$ cat src/rtl/u_admit_ctrl_if.sv
// Candidate/result handshake bundle for the unary admission controller.
// The slave side is the controller; the master side is the producer plus consumer.
interface u_admit_ctrl_if #(
    parameter int W = 16
);
    localparam int LW = $clog2(W + 1);

    logic          i_in_vld;
    logic [W-1:0]  i_in_x;
    logic          o_in_rdy;
    logic          o_out_vld;
    logic          i_out_rdy;
    logic [W-1:0]  o_out_x;
    logic          o_out_is_unary;
    logic          o_out_is_compl;
    logic [LW-1:0] o_out_len;

    modport master (
        output i_in_vld, i_in_x, i_out_rdy,
        input  o_in_rdy, o_out_vld, o_out_x, o_out_is_unary, o_out_is_compl, o_out_len
    );

    modport slave (
        input  i_in_vld, i_in_x, i_out_rdy,
        output o_in_rdy, o_out_vld, o_out_x, o_out_is_unary, o_out_is_compl, o_out_len
    );
endinterface

$ cat src/rtl/u_admit_ctrl.sv
// Two-stage streaming admission controller for thermometer-coded vectors:
// capture, then classify/decode, with saturating admit/reject statistics.
module u_admit_ctrl #(
    parameter int W                     = 16,
    parameter int P_ADMIT_COMPLIMENT_EN = 1,
    parameter int CNT_W                 = 16
) (
    input  logic             clk,
    input  logic             rst,
    u_admit_ctrl_if.slave    bus,
    input  logic             i_cnt_clr,
    output logic [CNT_W-1:0] o_cnt_admit,
    output logic [CNT_W-1:0] o_cnt_reject,
    output logic             o_busy
);
    localparam int LW = $clog2(W + 1);

    function automatic logic [LW-1:0] popcount(input logic [W-1:0] x);
        logic [LW-1:0] n;
        n = '0;
        for (int i = 0; i < W; i++) begin
            n = n + LW'(x[i]);
        end
        return n;
    endfunction

    // Result is {is_unary, is_compl, len}. A value v is (2^k)-1 exactly when
    // v & (v+1) == 0, which also covers k=0 and k=W (wrap to zero).
    function automatic logic [LW+1:0] classify(input logic [W-1:0] x);
        logic [W-1:0]  nx;
        logic [LW+1:0] r;
        nx = ~x;
        r  = '0;
        if (P_ADMIT_COMPLIMENT_EN != 0 && nx == '0) begin
            r = {2'b11, LW'(0)};
        end else if ((x & (x + W'(1))) == '0) begin
            r = {2'b10, popcount(x)};
        end else if (P_ADMIT_COMPLIMENT_EN != 0 && (nx & (nx + W'(1))) == '0) begin
            r = {2'b11, popcount(nx)};
        end
        return r;
    endfunction

    function automatic logic [CNT_W-1:0] sat_inc(input logic [CNT_W-1:0] c);
        return (&c) ? c : c + CNT_W'(1);
    endfunction

    logic          vld_p1;
    logic [W-1:0]  x_p1;
    logic [LW+1:0] cls_p1;
    logic          vld_p2;
    logic [W-1:0]  x_p2;
    logic          unary_p2;
    logic          compl_p2;
    logic [LW-1:0] len_p2;
    logic          ld_p2;
    logic          acc_p1;
    logic          xfer_p2;

    assign ld_p2        = vld_p1 & (~vld_p2 | bus.i_out_rdy);
    assign bus.o_in_rdy = ~vld_p1 | ld_p2;
    assign acc_p1       = bus.i_in_vld & bus.o_in_rdy;
    assign xfer_p2      = vld_p2 & bus.i_out_rdy;
    assign cls_p1       = classify(x_p1);

    // Stage 1: capture
    always_ff @(posedge clk) begin
        if (rst) begin
            vld_p1 <= 1'b0;
        end else if (acc_p1) begin
            vld_p1 <= 1'b1;
        end else if (ld_p2) begin
            vld_p1 <= 1'b0;
        end
    end

    always_ff @(posedge clk) begin
        if (acc_p1) begin
            x_p1 <= bus.i_in_x;
        end
    end

    // Stage 2: classified result, held until the consumer takes it
    always_ff @(posedge clk) begin
        if (rst) begin
            vld_p2 <= 1'b0;
        end else if (ld_p2) begin
            vld_p2 <= 1'b1;
        end else if (bus.i_out_rdy) begin
            vld_p2 <= 1'b0;
        end
    end

    always_ff @(posedge clk) begin
        if (ld_p2) begin
            x_p2     <= x_p1;
            unary_p2 <= cls_p1[LW+1];
            compl_p2 <= cls_p1[LW];
            len_p2   <= cls_p1[LW-1:0];
        end
    end

    // Statistics: a clear beats a coincident delivery
    always_ff @(posedge clk) begin
        if (rst || i_cnt_clr) begin
            o_cnt_admit  <= '0;
            o_cnt_reject <= '0;
        end else if (xfer_p2) begin
            if (unary_p2) begin
                o_cnt_admit <= sat_inc(o_cnt_admit);
            end else begin
                o_cnt_reject <= sat_inc(o_cnt_reject);
            end
        end
    end

    assign bus.o_out_vld      = vld_p2;
    assign bus.o_out_x        = x_p2;
    assign bus.o_out_is_unary = unary_p2;
    assign bus.o_out_is_compl = compl_p2;
    assign bus.o_out_len      = len_p2;
    assign o_busy             = vld_p1 | vld_p2;
endmodule
$ cat src/flat_wrapper.sv
// flat-port wrapper written by rule: the top's interface ports become plain ports
module u_admit_ctrl_flat 
#(
    parameter int W                     = 16,
    parameter int P_ADMIT_COMPLIMENT_EN = 1,
    parameter int CNT_W                 = 16
)
  (clk, rst, i_cnt_clr, o_cnt_admit, o_cnt_reject, o_busy, bus_i_in_vld, bus_i_in_x, bus_i_out_rdy, bus_o_in_rdy, bus_o_out_vld, bus_o_out_x, bus_o_out_is_unary, bus_o_out_is_compl, bus_o_out_len);
  u_admit_ctrl_if #(.W(W)) bus_i ();
  input  logic clk;
  input  logic rst;
  input  logic i_cnt_clr;
  output logic [CNT_W-1:0] o_cnt_admit;
  output logic [CNT_W-1:0] o_cnt_reject;
  output logic o_busy;
  input wire logic [$bits(bus_i.i_in_vld)-1:0] bus_i_in_vld;
  input wire logic [$bits(bus_i.i_in_x)-1:0] bus_i_in_x;
  input wire logic [$bits(bus_i.i_out_rdy)-1:0] bus_i_out_rdy;
  output wire logic [$bits(bus_i.o_in_rdy)-1:0] bus_o_in_rdy;
  output wire logic [$bits(bus_i.o_out_vld)-1:0] bus_o_out_vld;
  output wire logic [$bits(bus_i.o_out_x)-1:0] bus_o_out_x;
  output wire logic [$bits(bus_i.o_out_is_unary)-1:0] bus_o_out_is_unary;
  output wire logic [$bits(bus_i.o_out_is_compl)-1:0] bus_o_out_is_compl;
  output wire logic [$bits(bus_i.o_out_len)-1:0] bus_o_out_len;
  assign bus_i.i_in_vld = bus_i_in_vld;
  assign bus_i.i_in_x = bus_i_in_x;
  assign bus_i.i_out_rdy = bus_i_out_rdy;
  assign bus_o_in_rdy = bus_i.o_in_rdy;
  assign bus_o_out_vld = bus_i.o_out_vld;
  assign bus_o_out_x = bus_i.o_out_x;
  assign bus_o_out_is_unary = bus_i.o_out_is_unary;
  assign bus_o_out_is_compl = bus_i.o_out_is_compl;
  assign bus_o_out_len = bus_i.o_out_len;
  u_admit_ctrl #(.W(W), .P_ADMIT_COMPLIMENT_EN(P_ADMIT_COMPLIMENT_EN), .CNT_W(CNT_W)) u_core (.clk(clk), .rst(rst), .bus(bus_i), .i_cnt_clr(i_cnt_clr), .o_cnt_admit(o_cnt_admit), .o_cnt_reject(o_cnt_reject), .o_busy(o_busy));
endmodule
$ cat config.mk
export PLATFORM = sky130hd
export DESIGN_NAME = u_admit_ctrl_flat
export DESIGN_NICKNAME = d
export VERILOG_FILES = /design/src/rtl/u_admit_ctrl_if.sv /design/src/rtl/u_admit_ctrl.sv /design/src/flat_wrapper.sv
export SDC_FILE = /design/constraint.sdc
export NUM_CORES = 1
export LEC_CHECK = 0
export CAP_MARGIN = 10
export CORE_ASPECT_RATIO = 1.5
export CORE_UTILIZATION = 52
export DETAILED_ROUTE_END_ITERATION = 16
export PLACE_DENSITY = 0.81
export SLEW_MARGIN = 30
export SYNTH_ARGS = -nofsm -noshare
export SYNTH_HDL_FRONTEND = slang
export SYNTH_SLANG_ARGS = --single-unit
$ cat constraint.sdc
create_clock -name clk -period 5.1 [get_ports clk]
set_input_delay 1.53 -clock clk [delete_from_list [all_inputs] [get_ports clk]]
set_output_delay 1.53 -clock clk [all_outputs]
set_load 0.1 [all_outputs]
==> results of run 1 <==
==> worst register-to-register path, delay by kind of cell, from the launching register on <==
kind | cells | cell delay (ns)
AO/OA/AOI/OAI | 1 | 0.15
adder cells (fa/ha/maj) | 7 | 2.93
flip-flops | 1 | 0.46
buffers and inverters | 2 | 0.16
AND/OR/NAND/NOR | 2 | 0.61
==> per-layer routing <==
layer / share of wire, % / global-route usage, % / up-vias
met4: 3.5 / 12.3 / 0
met5: 0 / 0 / -
li1: - / - / 1464
met3: 4.7 / 3.82 / 32
met1: 37 / 24.1 / 1485
met2: 55 / 41.7 / 117
==> cell type report <==
cell class	instances	area, um^2
Fill cell	571	2250
Multi-Input combinational cell	252	1890
Sequential cell	73	1850
Timing Repair Buffer	79	786
Inverter	42	158
Clock buffer	10	128
Tap cell	100	125
Clock inverter	6	88.8
==> metrics by stage <==
step | setup WS (ns) | hold WS, ns
CTS | 0.636 | 0.528
global route | 0.424 | 0.550
finish | 0.643 | 0.520
global placement | 0.768 | 0.496
floorplan | 0.875 | 0.489
detailed placement | 0.661 | 0.516
==> Yosys cell counts (all sizes together) (3+ instances only) <==
| cell type | instances |
|---|---|
| or3 | 7 |
| xnor2 | 13 |
| and2 | 3 |
| and4 | 4 |
| nor3 | 10 |
| o22ai | 3 |
| inv | 42 |
| nor2 | 39 |
| clkbuf | 6 |
| fa | 19 |
| o21ai | 9 |
| and3 | 3 |
| nand4 | 16 |
| or2 | 3 |
| xor2 | 15 |
| a21oi | 15 |
| nand2 | 25 |
| edfxtp | 39 |
| nor2b | 7 |
| dfxtp | 34 |
| ha | 16 |
| nand3 | 15 |
| nor4 | 8 |
==> power by group through the flow <==
stage	logic (mW)	registers (mW)	clock network, mW
6_report	0.425	0.658	0.490
5_1_grt	0.473	0.660	0.522
4_1_cts	0.428	0.657	0.500
3_5_place_dp	0.426	0.671	0
3_3_place_gp	0.400	0.669	0
2_1_floorplan	0.260	0.730	0
==> flip-flops by register name, indices dropped and copies added (netlist names) <==
register / flops
u_core.bus.o_out_x: 16
u_core.o_cnt_admit: 16
u_core.o_cnt_reject: 16
u_core.x_p1: 16
u_core.bus.o_out_len: 5
u_core.bus.o_out_is_compl: 1
u_core.bus.o_out_is_unary: 1
u_core.bus.o_out_vld: 1
u_core.vld_p1: 1
==> worst max-delay path by stage <==
stage / from / end / slack (ns) / cells after the start
2_1_floorplan: u_core.x_p1[0] / u_core.bus.o_out_len[1] / 0.87 / 11
3_3_place_gp: u_core.x_p1[0] / u_core.bus.o_out_len[2] / 0.77 / 12
3_5_place_dp: u_core.x_p1[0] / u_core.bus.o_out_len[1] / 0.66 / 11
4_1_cts: u_core.x_p1[0] / u_core.bus.o_out_len[1] / 0.64 / 11
5_1_grt: u_core.x_p1[0] / u_core.bus.o_out_len[2] / 0.42 / 12
6_report: u_core.x_p1[0] / u_core.bus.o_out_len[2] / 0.64 / 12
==> logic make-up (layout without fill, tap and decap cells) <==
family	after synthesis	in the layout	share of synthesized area (%)
mux	1	1	0.255
simple gates	146	146	19.8
flops	73	73	47.3
fa+ha+maj	35	35	14.8
buf+inv	49	137	4.69
xor+xnor	28	28	6.26
compound gates	42	42	6.96
==> results.md, run 1 <==
- The clock buffer count from CTS is 9.
- The async set-or-reset flop fraction in the synthesized netlist is 0%.
- The number of cells on the worst reg-to-reg path is 12.
- The number of flops mapped to enable cells by yosys is 39.
- Cells fill a little under 70% of the core in the end.
- Across all layers, the routed design uses 3098 vias.
- The worst setup path is launched from a register.
- The leakage power is 1.84 nW.
- The peak per-stage delay on the critical path is roughly 0.55 ns.
- After synthesis, the cell types taking the most area are sky130_fd_sc_hd__edfxtp_1, sky130_fd_sc_hd__dfxtp_1, sky130_fd_sc_hd__fa_1.
- Registers are responsible for 41.8% of the overall power.
- For this run, the total global-route usage over all layers was measured as 22.6%.
- Net switching is 30.7% of the power.
- The initial core utilization is between 50 and 60%.
- The end of the worst register-to-register path is u_core.bus.o_out_len[2].
- The run finished with clean final reports.
- The beginning of the worst hold path is u_core.o_cnt_reject[14].
- Setup repair after global routing left no endpoint under its margin.
- The repair_antennas step left the layout with diodes totalling 0.
- In the synthesized netlist, the number of instances is between 300 and 400.
- The maximum number of pins on one net before global-route repair is 33.
- The placer congestion estimate is around 0.90.
- The critical-path cell with the highest stage delay is sky130_fd_sc_hd__fa_1.
- The top achievable clock speed is roughly 220 MHz.
- The number of nets in the layout is 513.
- The count of distinct cell types in the synthesized netlist is 44.
- The setup clock skew after layout is 0.0120 ns.
- Leaving out filler cells and counting taps, the final layout contains 562.
- The pre-antenna-repair detailed-routing pass consisted of 5 iterations.
- The most area-hungry cell type in the Yosys netlist is sky130_fd_sc_hd__edfxtp_1.
- The minimum period implied by the final worst setup slack is 4.46 ns.
- The placement row count is 38.
- The number of antenna violations at the first check in global routing was 0.
- The post-synthesis sequential area ratio is between 40% and 50%.
- The register bit count reported by yosys is 73.
- The number of pins with negative max-slew slack in the final report came to 0.
- The first global-routing pass estimated roughly 13000 um of wire.
- The worst min-delay path class is reg2reg.
- The latest clock arrival within the worst-skew pair is 0.35 ns.
- The placed instances occupy a cell area of 0.00481 mm^2.
- The nature of the critical path endpoint is a register.
- The most numerous cell type found on the critical path is sky130_fd_sc_hd__fa_1.
- The part of the power in the clock network is 31.1%.
- At the worst endpoint, the arrival time is ~4.7 ns.
- The switching power is 0.483 mW.
- At the pin with the least slew margin, the transition time is just over 1 ns.
- The start of the worst register-to-register path is u_core.x_p1[0].
- The final instance area is 0.00503 mm^2.
- The number of placed instances, taps included, is 546.
- The hold buffer count at cts is 0.
- The die width is 72.9 um.
- The top cell family by delay on the critical path is adder cells.
- For this run, the leading register cell type out of synthesis is sky130_fd_sc_hd__edfxtp_1.
- Along the worst hold path, the cell count comes to 1.
- In the layout the commonest cells are sky130_fd_sc_hd__clkdlybuf4s50_1, sky130_fd_sc_hd__inv_1, sky130_fd_sc_hd__nor2_1, sky130_fd_sc_hd__edfxtp_1, sky130_fd_sc_hd__dfxtp_1.
- The number of max-cap violations is 0.
- After detailed routing, the number of vias per cell comes to approximately 5.5.
- Yosys printed 0 warnings.
- The area of the mapped netlist is 0.00392 mm^2.
- The critical path contains buffers and inverters numbering 2 combined.
- In the finished design, the share of the clock period the worst path needs comes to 87.4%.
- For this block, the routed nets add up to 8290 um of wire.
- The core outline area is 0.00727 mm^2.
- The clock passes through at most 2 buffers.
- Traced cell by cell, the critical path runs through inv_1 -> ha_1 -> fa_1 -> fa_1 -> fa_1 -> fa_1 -> fa_1 -> inv_1 -> fa_1 -> nor2b_1 -> or4_1 -> a21oi_1.
- The buffer count from post-CTS setup fixing is 0.
- The TritonCTS sink count is 73.
- During placement, the flow inserted port buffers numbering 78.
- Across the VDD grid, the largest voltage drop is 202 uV.
- The endpoint with the worst hold slack is u_core.o_cnt_reject[14].
- The register-to-register setup slack is 0.64 ns.
- The post-detailed-route DRC marker count is 0.
- The critical path class is reg2reg.
- The area growth from synthesis to layout is 28.3%.
- TritonCTS built the clock tree.
- Synthesis produced a netlist with a net count of 430.
- Clock-pin slew was measured on the worst setup and hold paths at 0.08 ns.
- In this run, post-CTS repair resized a total of 0 instances.
- Detailed placement finished with a half-perimeter wire length of 6370 um.
- The portion of synthesized cell area occupied by the leading cell type is 29.9%.
- The maximum fanout encountered on the critical timing path is 7.
- The power density over cell area is 313 mW/mm^2.
- From bottom edge to top edge, the die measures 108 um.
- Setup violations remaining at the end of the flow were counted as 0.
- The average wire per cell in the routed design is 14.8 um.
- The number of DRC markers in iteration 0 is 200.
- Summing internal, switching and leakage power gives 1.57 mW.
- The total die area is 0.00789 mm^2.
- Global routing finished with a remaining overflow of 0.
- The total negative slack for setup checks is 0 ns.
- The average cell area after synthesis is roughly 10 um^2.
- The post-route netlist has 5.63% of its cells at a drive strength greater than 1.
- The via count of the first global-routing pass is 3003.
- In this run the count of I/O pins placed on the die edge is 79.
- The final number of hold-violating endpoints is 0.
- The internal cell power is roughly 1.1 mW.
- Data on the critical path is required at its endpoint by 5.30 ns.
- The remaining number of nets flagged by the antenna check after routing is 0.
- The clock tree synthesis step divided the H-tree into 3 levels.
- The tree is rooted in a sky130_fd_sc_hd__clkbuf_8.
- The relative slew slack is 31.4%.
- In this run, the combinational gates consume 27.0% of the power.
- The leading cell type in the layout, fill and taps excluded is sky130_fd_sc_hd__clkdlybuf4s50_1.
Power figures use the tool's default switching activity.
==> inputs of run 2 (changes only) <==
--- a/config.mk
+++ b/config.mk
@@ -7,8 +7,6 @@
 export LEC_CHECK = 0
 export CAP_MARGIN = 10
-export CORE_ASPECT_RATIO = 1.5
-export CORE_UTILIZATION = 52
+export CORE_UTILIZATION = 40
 export DETAILED_ROUTE_END_ITERATION = 16
-export PLACE_DENSITY = 0.81
 export SLEW_MARGIN = 30
 export SYNTH_ARGS = -nofsm -noshare
==> constraint.sdc (replaced) <==
create_clock -name clk -period 5.1 [get_ports clk]
set_input_delay 1.53 -clock clk [delete_from_list [all_inputs] [get_ports clk]]
set_output_delay 1.53 -clock clk [all_outputs]
set_load 0.05 [all_outputs]
==> results.md, run 2 (synthesis results as in run 1) <==
- The post-route worst setup slack was 0.504 ns (was 0.643 ns).
- The die width came to 101 um (was 72.9 um).
- The critical path required time was 3.57 ns (was 5.30 ns).
- The remaining number of nets flagged by the antenna check after routing was 0 (unchanged).
- The placer congestion estimate was 0.850 (was 0.904).
- The worst min-delay path class is reg2reg (unchanged).
- The worst hold margin is 0.529 ns (was 0.520 ns).
- The slew of the pin with the lowest slew margin came to 0.836 ns (was 1.03 ns).
- Result of the run: complete, no violations (unchanged).
- The number of antenna violations at the first check in global routing came to 0 (unchanged).
- The placed instance area is 0.00485 mm^2 (was 0.00481 mm^2).
- The initial core utilization is 41.8% (was 53.9%).
- The number of cells in the design after placement is 576 (was 546).
- The number of max-cap violations was 0 (unchanged).
- The final setup violation count is 0 (unchanged).
- The via count of the first global-routing pass was 2834 (was 3003).
- The detailed placer's ending HPWL is 6340 um (was 6370 um).
- The number of DRC markers in iteration 0 is 103 (was 200).
- The TritonCTS sink count is 73 (unchanged).
- The global-route congestion overflow total is 0 (unchanged).
- The maximum number of pins on one net before global-route repair is 33 (unchanged).
- The total wirelength of the detailed-routed design is 8310 um (was 8290 um).
- The area growth from synthesis to layout is 28.2% (was 28.3%).
- The buffer cell driving the clock tree root is sky130_fd_sc_hd__clkbuf_8 (unchanged).
- The data arrival at the endpoint of the critical path came to 3.07 ns (was 4.65 ns).
- The boundary pin count is 79 (unchanged).
- The clock slew seen by the registers of the worst setup and hold paths is 0.08 ns (about the same).
- The count of TritonRoute iterations in the first routing pass is 4 (was 5).
- The antenna diode count came to 0 (unchanged).
- The TritonCTS clock tree is built (unchanged).
- The hold buffer count at cts came to 0 (unchanged).
- The share of cells above drive strength 1 is 5.62% (was 5.63%).
- The total negative slack for setup checks is 0 ns (unchanged).
- The worst ir drop on vdd is 138 uV (was 202 uV).
- The number of port buffers came to 78 (unchanged).
- The number of pins with negative max-slew slack in the final report is 0 (unchanged).
- The minimum period implied by the final worst setup slack is 4.60 ns (was 4.46 ns).
- The post-detailed-route DRC marker count is 0 (unchanged).
- The placement row count was 35 (was 38).
- The first-pass GRT wire length is 13800 um (was 13500 um).
- The worst-case clock buffer depth is 2 (unchanged).
- The overall routing resource usage is 17.8% (was 22.6%).
- The number of gates resized after cts is 0 (unchanged).
- The average wire per cell in the routed design is 14.0 um (was 14.8 um).
- The setup clock skew after layout is 0.0130 ns (was 0.0120 ns).
- The leakage power is 1.81 nW (was 1.84 nW).
- The power density over cell area is 288 mW/mm^2 (was 313 mW/mm^2).
- The clock buffer count from CTS is 9 (unchanged).
- The portion of the clock cycle consumed by the worst path in the final layout is 90.1% (was 87.4%).
- The via count is 2965 (was 3098).
- The final cell count without fillers is 592 (was 562).
- The worst slack at placement came to 0.506 ns (was 0.661 ns).
- The final instance area is 0.00502 mm^2 (was 0.00503 mm^2).
- The final number of hold-violating endpoints was 0 (unchanged).
- The top achievable clock speed is 218 MHz (was 224 MHz).
- The critical path launch point type is an input pin (was register).
- The die extent in y came to 101 um (was 108 um).
- The total die area is 0.0102 mm^2 (was 0.00789 mm^2).
- The latest clock arrival within the worst-skew pair came to 0.34 ns (was 0.35 ns).
- The nature of the critical path endpoint is an output port (was register).
- The detailed-route vias per instance is 5.01 (was 5.51).
- Most frequent cells in the layout: sky130_fd_sc_hd__clkdlybuf4s50_1, sky130_fd_sc_hd__inv_1, sky130_fd_sc_hd__nor2_1, sky130_fd_sc_hd__edfxtp_1, sky130_fd_sc_hd__dfxtp_1 (unchanged).
- The maximum fanout encountered on the critical timing path is 4 (was 7).
- The buffer count from post-CTS setup fixing is 0 (unchanged).
- The relative slew slack was 43.7% (was 31.4%).
- The core outline area is 0.00937 mm^2 (was 0.00727 mm^2).
- The maximum level of the CTS H-tree is 3 (unchanged).
- RSZ-0062 raised after global routing: false (unchanged).
- The leading cell type in the layout, fill and taps excluded is sky130_fd_sc_hd__clkdlybuf4s50_1 (unchanged).
- The critical path class was in2out (was reg2reg).
- The number of nets in the layout is 514 (was 513).
[run 2: cell count changes in the layout (fill, tap and decap cells not counted)]
cell,change
sky130_fd_sc_hd__clkinvlp_2,+1
sky130_fd_sc_hd__bufinv_16,-2
sky130_fd_sc_hd__nor2b_4,-1
sky130_fd_sc_hd__clkdlybuf4s50_1,+1
sky130_fd_sc_hd__inv_4,-1
sky130_fd_sc_hd__nor2b_2,+1
sky130_fd_sc_hd__clkinvlp_4,+2
[run 2: final cells by class]
cell class	count	area (um^2)
fill	893	4350
multi-input combinational	252	1890
sequential	73	1850
timing repair buffer	80	796
tap	129	161
inverter	42	158
clock buffer	10	128
clock inverter	6	42.5
[run 2: power by group]
group          switching (mW)  total (mW)  internal (mW)
Combinational           0.211       0.387          0.176
Sequential             0.0196       0.658          0.638
Clock                   0.226       0.403          0.177
Total                   0.456        1.45          0.991
[run 2: worst paths after layout]
path | slack, ns | startpoint | endpoint | cells past startpoint
worst max-delay path | 0.50 | bus_i_out_rdy | bus_o_in_rdy | 4
worst min-delay path | 0.53 | u_core.vld_p1 | u_core.bus.o_out_vld | 2
worst max register to register | 0.60 | u_core.x_p1[0] | u_core.bus.o_out_len[2] | 12
worst min register to register | 0.53 | u_core.vld_p1 | u_core.bus.o_out_vld | 2
[run 2: layer usage]
metal	vias up	part of all wire [%]	global-route usage, %
met2	89	48	29.0
met4	0	1.7	6.91
met5	-	0	0
met3	13	5.3	5.76
met1	1394	45	21.9
li1	1469	-	-
[run 2: per-stage QoR]
step                power (mW)  util [%]
floorplan                0.954         -
global placement          1.05      51.8
detailed placement        1.06      51.8
CTS                       1.47      53.6
global route              1.55      53.6
finish                    1.45      53.6
[run 2: worst max-delay path, stage by stage]
cell and delay [ns]:
sky130_fd_sc_hd__clkdlybuf4s50_1 0.45, sky130_fd_sc_hd__nor2b_1 0.28, sky130_fd_sc_hd__nand2_1 0.10, sky130_fd_sc_hd__clkdlybuf4s50_1 0.70
==> inputs of run 3 (changes only) <==
Clock period 5.1 ns to 4.6 ns, I/O delays scaled along.
==> results.md, run 3 (synthesis results as in run 1) <==
- Result of the run: complete, no violations (unchanged).
- The leakage power is 1.86 nW (was 1.81 nW).
- The total wirelength of the detailed-routed design is 8560 um (was 8310 um).
- The worst-case clock buffer depth was 2 (unchanged).
- The worst ir drop on vdd is 167 uV (was 138 uV).
- The critical path required time is 3.22 ns (was 3.57 ns).
- The relative slew slack is 40.1% (was 43.7%).
- The slew of the pin with the lowest slew margin is 0.890 ns (was 0.836 ns).
- The peak per-stage delay on the critical path came to 0.71 ns (was 0.70 ns).
- The number of cells in the design after placement came to 582 (was 576).
- The worst min-delay path class is reg2reg (unchanged).
- The detailed-route vias per instance is 5.08 (was 5.01).
- The total negative slack for setup checks is 0 ns (unchanged).
- The via count of the first global-routing pass came to 2911 (was 2834).
- The latest clock arrival within the worst-skew pair is 0.35 ns (was 0.34 ns).
- The worst hold margin is 0.529 ns (about the same).
- The total die area is 0.0102 mm^2 (unchanged).
- The leading cell type in the layout, fill and taps excluded is sky130_fd_sc_hd__clkdlybuf4s50_1 (unchanged).
- The placed instance area is 0.00490 mm^2 (was 0.00485 mm^2).
- The buffer cell driving the clock tree root is sky130_fd_sc_hd__clkbuf_8 (unchanged).
- The number of max-cap violations is 0 (unchanged).
- The critical path launch point type was an input pin (unchanged).
- The nature of the critical path endpoint is an output port (unchanged).
- The number of port buffers was 78 (unchanged).
- The data arrival at the endpoint of the critical path came to 2.91 ns (was 3.07 ns).
- The boundary pin count is 79 (unchanged).
- The routed design could run at a clock period as short as 4.29 ns.
- In the finished design, the share of the clock period the worst path needs comes to about 93%.
- The average wire per cell in the routed design is 14.3 um (was 14.0 um).
- RSZ-0062 raised after global routing: false (unchanged).
- The setup clock skew after layout is 0.0139 ns (was 0.0130 ns).
- Most frequent cells in the layout: sky130_fd_sc_hd__clkdlybuf4s50_1, sky130_fd_sc_hd__inv_1, sky130_fd_sc_hd__nor2_1, sky130_fd_sc_hd__edfxtp_1, sky130_fd_sc_hd__dfxtp_1 (unchanged).
- The die width came to 101 um (unchanged).
- The post-route worst setup slack is 0.309 ns (was 0.504 ns).
- The number of DRC markers in iteration 0 is 112 (was 103).
- The power density over cell area is 323 mW/mm^2 (was 288 mW/mm^2).
- The overall routing resource usage is 18.2% (was 17.8%).
- The maximum fanout encountered on the critical timing path is 4 (unchanged).
- The critical path's most frequent cell is sky130_fd_sc_hd__clkdlybuf4s50_1 (unchanged).
- The TritonCTS clock tree is built (unchanged).
- The placement row count is 35 (unchanged).
- The area growth from synthesis to layout was 29.9% (was 28.2%).
- The buffer count from post-CTS setup fixing came to 0 (unchanged).
- The count of buffer and inverter cells on the critical path came to 2 (unchanged).
- The placer congestion estimate is 0.960 (was 0.850).
- The number of gates resized after cts was 0 (unchanged).
- The number of pins with negative max-slew slack in the final report is 0 (unchanged).
- The final cell count without fillers is 598 (was 592).
- The remaining number of nets flagged by the antenna check after routing is 0 (unchanged).
- The worst slack at placement is 0.313 ns (was 0.506 ns).
- The global-route congestion overflow total came to 0 (unchanged).
- The clock buffer count from CTS was 9 (unchanged).
- The initial core utilization is 41.8% (unchanged).
- The count of TritonRoute iterations in the first routing pass is 4 (unchanged).
- The top cell family by delay on the critical path is buffers and inverters (unchanged).
- The post-detailed-route DRC marker count is 0 (unchanged).
- The TritonCTS sink count is 73 (unchanged).
- The maximum level of the CTS H-tree is 3 (unchanged).
- The antenna diode count was 0 (unchanged).
- The detailed placer's ending HPWL was 6480 um (was 6340 um).
- The number of nets in the layout is 520 (was 514).
- The top achievable clock speed is 233 MHz.
- The clock slew seen by the registers of the worst setup and hold paths is 0.08 ns (about the same).
- The core outline area is 0.00937 mm^2 (unchanged).
- The critical path class is in2out (unchanged).
- The number of antenna violations at the first check in global routing is 0 (unchanged).
- The first-pass GRT wire length is 14200 um (was 13800 um).
- The final number of hold-violating endpoints is 0 (unchanged).
- The maximum number of pins on one net before global-route repair was 33 (unchanged).
- Cell chain of the critical path: clkdlybuf4s50_1 -> nor2b_1 -> nand2_1 -> clkdlybuf4s50_1 (unchanged).
- The final instance area is 0.00509 mm^2 (was 0.00502 mm^2).
- The hold buffer count at cts is 0 (unchanged).
- The final setup violation count was 0 (unchanged).
- The die extent in y was 101 um (unchanged).
- The critical-path cell with the highest stage delay is sky130_fd_sc_hd__clkdlybuf4s50_1 (unchanged).
- The share of cells above drive strength 1 is 6.82% (was 5.62%).
- The via count came to 3038 (was 2965).
[run 3: area by class of cell]
type | count | area, um^2
Clock buffer | 12 | 166
Clock inverter | 4 | 25.0
Fill cell | 854 | 4280
Inverter | 42 | 158
Multi-Input combinational cell | 252 | 1890
Sequential cell | 73 | 1850
Tap cell | 129 | 161
Timing Repair Buffer | 86 | 841
[run 3: path summary, 6_finish.rpt]
| path | to | startpoint | slack, ns | depth (start not counted) |
|---|---|---|---|---|
| worst max-delay path | bus_o_in_rdy | bus_i_out_rdy | 0.31 | 4 |
| worst min-delay path | u_core.o_cnt_admit[1] | u_core.o_cnt_admit[1] | 0.53 | 2 |
| worst max register to register | u_core.bus.o_out_len[2] | u_core.x_p1[8] | 0.31 | 11 |
| worst min register to register | u_core.o_cnt_admit[1] | u_core.o_cnt_admit[1] | 0.53 | 2 |
[run 3: worst reg2reg max path, stage by stage, from the launching register on]
cell	delay, ns
sky130_fd_sc_hd__edfxtp_1	0.51
sky130_fd_sc_hd__inv_1	0.24
sky130_fd_sc_hd__fa_1	0.50
sky130_fd_sc_hd__fa_1	0.53
sky130_fd_sc_hd__fa_1	0.44
sky130_fd_sc_hd__fa_1	0.54
sky130_fd_sc_hd__fa_1	0.19
sky130_fd_sc_hd__inv_1	0.06
sky130_fd_sc_hd__fa_1	0.38
sky130_fd_sc_hd__nor2b_1	0.15
sky130_fd_sc_hd__or4_1	0.47
sky130_fd_sc_hd__a21oi_1	0.15
[run 3: routing by layer]
layer	GRT usage, %	share of wire [%]
met1	22.3	43
met2	29.9	49
met3	6.03	6.7
met4	7.02	2.1
met5	0	0
[run 3: stage by stage]
stage,power [mW],util (%)
2_1_floorplan,1.06,-
6_report,1.64,54.3
5_1_grt,1.75,54.3
3_3_place_gp,1.16,52.3
4_1_cts,1.67,54.3
3_5_place_dp,1.18,52.3
[run 3: where the power goes]
group	internal (mW)	total [mW]	leakage [nW]	switching, mW
combinational	0.196	0.431	1.12	0.236
clock	0.243	0.487	0.102	0.244
sequential	0.707	0.725	0.642	0.0174
total	1.15	1.64	1.86	0.497
